### src/rtl/serial_rx.sv
// Serial frame receiver: start bit, DATA_W data bits LSB first, parity bit, stop/idle bit.
// Recovers the word from a 2-flop synchronized line and reports parity/framing status
// with a one-cycle data_valid pulse.
`timescale 1ns/1ps

module serial_rx #(
  parameter int unsigned DATA_W       = 8,
  parameter int unsigned CLKS_PER_BIT = 1,
  parameter int unsigned PARITY_ODD   = 0
) (
  input  logic              clk,
  input  logic              reset,
  input  logic              rx,
  output logic [DATA_W-1:0] data_out,
  output logic              data_valid,
  output logic              parity_err,
  output logic              frame_err,
  output logic              busy
);

  localparam int unsigned CW   = (CLKS_PER_BIT > 1) ? $clog2(CLKS_PER_BIT) : 1;
  localparam int unsigned BW   = $clog2(DATA_W + 1);
  localparam int unsigned HALF = (CLKS_PER_BIT - 1) / 2;

  localparam logic [CW-1:0] HALF_C   = CW'(HALF);
  localparam logic [CW-1:0] LAST_C   = CW'(CLKS_PER_BIT - 1);
  localparam logic [BW-1:0] LAST_BIT = BW'(DATA_W - 1);
  localparam logic          ODD_BIT  = 1'(PARITY_ODD);

  typedef enum logic [2:0] {
    IDLE   = 3'd0,
    START  = 3'd1,
    DATA   = 3'd2,
    PARITY = 3'd3,
    STOP   = 3'd4,
    BREAK  = 3'd5
  } state_t;

  state_t            state;
  logic              sync1;
  logic              s;
  logic [CW-1:0]     clk_cnt;
  logic [BW-1:0]     bit_cnt;
  logic [DATA_W-1:0] shift_reg;
  logic [DATA_W-1:0] shift_next;
  logic              perr;
  logic              bit_tick;

  // Sample point of DATA/PARITY/STOP: last count of the current bit period
  assign bit_tick = (clk_cnt == LAST_C);

  // Next shift register value: new bit enters at the MSB, first bit ends at bit 0
  always_comb begin
    shift_next             = shift_reg >> 1;
    shift_next[DATA_W-1]   = s;
  end

  // Synchronizer, frame FSM and registered outputs
  always_ff @(posedge clk or negedge reset) begin
    if (!reset) begin
      sync1      <= 1'b1;
      s          <= 1'b1;
      state      <= IDLE;
      clk_cnt    <= '0;
      bit_cnt    <= '0;
      shift_reg  <= '0;
      perr       <= 1'b0;
      data_out   <= '0;
      data_valid <= 1'b0;
      parity_err <= 1'b0;
      frame_err  <= 1'b0;
      busy       <= 1'b0;
    end else begin
      sync1      <= rx;
      s          <= sync1;
      data_valid <= 1'b0;

      case (state)
        IDLE: begin
          if (!s) begin
            busy    <= 1'b1;
            bit_cnt <= '0;
            if (HALF == 0) begin
              state   <= DATA;
              clk_cnt <= '0;
            end else begin
              state   <= START;
              clk_cnt <= CW'(1);
            end
          end
        end

        START: begin
          if (clk_cnt == HALF_C) begin
            clk_cnt <= '0;
            bit_cnt <= '0;
            if (!s) begin
              state <= DATA;
            end else begin
              // Glitch shorter than half a bit: treat as a false start
              state <= IDLE;
              busy  <= 1'b0;
            end
          end else begin
            clk_cnt <= clk_cnt + CW'(1);
          end
        end

        DATA: begin
          if (bit_tick) begin
            clk_cnt   <= '0;
            shift_reg <= shift_next;
            bit_cnt   <= bit_cnt + BW'(1);
            if (bit_cnt == LAST_BIT) begin
              state <= PARITY;
            end
          end else begin
            clk_cnt <= clk_cnt + CW'(1);
          end
        end

        PARITY: begin
          if (bit_tick) begin
            clk_cnt <= '0;
            perr    <= s ^ (^shift_reg) ^ ODD_BIT;
            state   <= STOP;
          end else begin
            clk_cnt <= clk_cnt + CW'(1);
          end
        end

        STOP: begin
          if (bit_tick) begin
            clk_cnt    <= '0;
            data_out   <= shift_reg;
            parity_err <= perr;
            frame_err  <= ~s;
            data_valid <= 1'b1;
            if (s) begin
              state <= IDLE;
              busy  <= 1'b0;
            end else begin
              state <= BREAK;
            end
          end else begin
            clk_cnt <= clk_cnt + CW'(1);
          end
        end

        BREAK: begin
          // Line held low past the stop bit: wait for idle before hunting a start
          if (s) begin
            state <= IDLE;
            busy  <= 1'b0;
          end
        end

        default: begin
          state   <= IDLE;
          busy    <= 1'b0;
          clk_cnt <= '0;
          bit_cnt <= '0;
        end
      endcase
    end
  end

endmodule

### config.mk
export PLATFORM = sky130hd
export DESIGN_NAME = serial_rx
export DESIGN_NICKNAME = d
export VERILOG_FILES = /design/src/rtl/serial_rx.sv
export SDC_FILE = /design/constraint.sdc
export NUM_CORES = 1
export LEC_CHECK = 0
export BUFFER_PORTS_ARGS = -buffer_cell sky130_fd_sc_hd__buf_2
export CAP_MARGIN = 20
export CELL_PAD_IN_SITES_DETAIL_PLACEMENT = 0
export CELL_PAD_IN_SITES_GLOBAL_PLACEMENT = 2
export CORE_UTILIZATION = 42
export DETAILED_ROUTE_END_ITERATION = 10
export PLACE_DENSITY_LB_ADDON = 0.12
export SETUP_SLACK_MARGIN = 0.02
export SYNTH_ARGS = -nofsm -noshare
export SYNTH_HDL_FRONTEND = slang
export SYNTH_SLANG_ARGS = --single-unit
### constraint.sdc
create_clock -name clk -period 4 [get_ports clk]
set_input_delay 0.2 -clock clk [delete_from_list [all_inputs] [get_ports clk]]
set_output_delay 0.2 -clock clk [all_outputs]
set_load 0.05 [all_outputs]
==> results.md <==
- Outcome: complete, no violations
- Drt pass-1 iters: 4
- Vias in the first global route: 688
- Crit start category: flip-flop
- Req. time, crit path: 4210 ps
- Worst skew pair latency: 320 ps
- Type of the worst setup path: flip-flop to flip-flop
- Util after Layout: 51.7%
- Slowest CP cell: dfrtp_1
- Reg2reg setup slack: 2460 ps
- RSZ-0062 raised after global routing: no
- Max-cap violations: 0
- FF-to-FF Start: state[1]
- Mapped Area: 1280 sq um
- Most common cell after layout, fill and taps aside: dfrtp_1
- Diode count: 0
- Post-route ant nets: 0
- CTS tree: done
- DIE AREA: 3280 sq um
- Worst R2R Path Depth: 3
- Hold-fix buffers, CTS: 2
- Avg Inst Size Synth: 13.5 sq um
- Post_cts resized: 0
- IO Port Bufs: 14
- M1 WL: 1040 um
- Worst setup margin: 2460 ps
- CP endpoint kind: flip-flop
- Tcrit/Tclk final: 38.6%
- DRC: 0
- Post-DP HPWL: 1300 um
- Hold Path Class: flip-flop to flip-flop
- Count of pins over their slew limit: 0
- Setup TNS: 0 ps
- Die Wd: 57.3 um
- Reg clk slew, reported paths: 90 ps
- Met2 routed WL: 816 um
- Slowest stage delay, CP: 440 ps
- Ys async rst share: 100%
- Row count: 19
- H-tree lvl count: 2
- Final GP Congestion: 0.697
- Nets@finish: 120
- Cell count along the critical path: 3
- Final WL: 2000 um
- Initial antenna violation count: 0
- Worst endpoint data arrival time: 1750 ps
- Delay-heaviest family, CP: simple AND/OR/NAND/NOR gates
- Die Ht: 57.3 um
- Layout cells sized above 1: 35.9%
- Met3 Wirelength: 106 um
- Net count after synthesis: 99
- P&R area growth vs syn: 13.9%
- DR top layer: met4
- Register area share after synthesis: 58.6%
- Core Region: 2830 sq um
- Worst path bufs/invs: 0
- Most used DFF post-synth: dfrtp_1
- CP Cell Sequence: nand2b_1 > nor2_8 > mux2_2
- Yosys warns: 0
- Netlist cell types: 27
- Final Hold Fails: 0
- Starting density of the core: 45.4%
- DR vias/cell: 5.36
- Total GRT Usage: 14.2%
- Clock Sinks: 30
- Clock Root Buffer: clkbuf_4
- Rel. slew slack: 57.7%
- DR iter-0 viols: 27
- EDFF count, synth: 0
- Synthesized flop and latch total: 30
- Post-DR wirelength/cell: 13.5 um
- Worst Setup EP: data_out[4]
- Pre-CTS WS: 2470 ps
- Final Setup Violations: 0
- Largest net degree at the start of global routing: 31
- Post-CTS Setup Bufs: 0
- Vias: 793
- F_max: 0.649 GHz
- Clock buffer depth: 2
- First-pass GRT wire length: 3390 um
- Synthesized instance count: 95
- Most frequent cells in the layout: dfrtp_1 (28), mux2_2 (17), buf_2 (14)
- Grt total ovfl: 0
- Critical Path Start: state[1]
- Num CTS Buffers: 5
- I/O pins: 15
- Skew final: 6.90 ps
- CP max FO: 10
- Worst-Margin Slew: 634 ps
- Capture point of the worst reg-to-reg path: data_out[4]
- Crit path time final: 1540 ps
==> area by class of cell <==
| cell class | count | area, sq um |
|---|---|---|
| Clock buffer | 7 | 55.1 |
| Multi-Input combinational cell | 63 | 522 |
| Sequential cell | 30 | 753 |
| Clock inverter | 1 | 5.00 |
| Tap cell | 31 | 38.8 |
| Timing Repair Buffer | 16 | 90.1 |
| Fill cell | 245 | 1370 |
==> how the worst min path moves through the flow <==
stage	start	end	depth (start not counted)
after floorplan	reset	bit_cnt[0]	0
after global placement	reset	bit_cnt[0]	1
after detailed placement	reset	bit_cnt[0]	1
after CTS	sync1	s	0
after global routing	sync1	s	0
final	sync1	s	0
==> per-stage QoR <==
step | instance area (sq um) | instances | hold slack, ps
global route | 1460 | 148 | 363
detailed placement | 1380 | 138 | 267
CTS | 1460 | 148 | 361
global placement | 1380 | 138 | 261
finish | 1460 | 148 | 360
floorplan | 1280 | 95 | -95.6
==> cell families after synthesis <==
kind of cell / count (synthesis) / share of synthesized area [%]
flip-flops: 30 / 58.6
multiplexers: 17 / 14.9
AO/OA/AOI/OAI: 18 / 8.76
buffers and inverters: 2 / 0.778
AND/OR/NAND/NOR: 20 / 10.1
adder cells (fa/ha/maj): 1 / 0.974
XOR/XNOR: 7 / 5.84
==> per-layer routing <==
layer / up-vias / track usage, %
met5: - / 0
met4: 0 / 6.27
met3: 6 / 6.12
met2: 24 / 17.3
met1: 383 / 21.3
li1: 380 / -
==> synth_stat cells, drive strengths merged, types with 2 or more instances <==
| cell | count | share of area [%] |
|---|---|---|
| nand2b | 2 | 0.97 |
| xnor2 | 4 | 2.7 |
| nor2 | 5 | 3.3 |
| o2bb2ai | 2 | 1.4 |
| nor2b | 3 | 1.5 |
| o21ai | 9 | 3.5 |
| dfstp | 2 | 4.1 |
| xor2 | 2 | 1.4 |
| dfrtp | 28 | 55 |
| mux2 | 17 | 15 |
| nand2 | 6 | 1.8 |
| a21oi | 2 | 0.78 |
| nor3b | 2 | 1.2 |
Power is left out: the tool's default activity adds up to more than one toggle a clock period on the data nets, which glitch-free logic cannot reach.
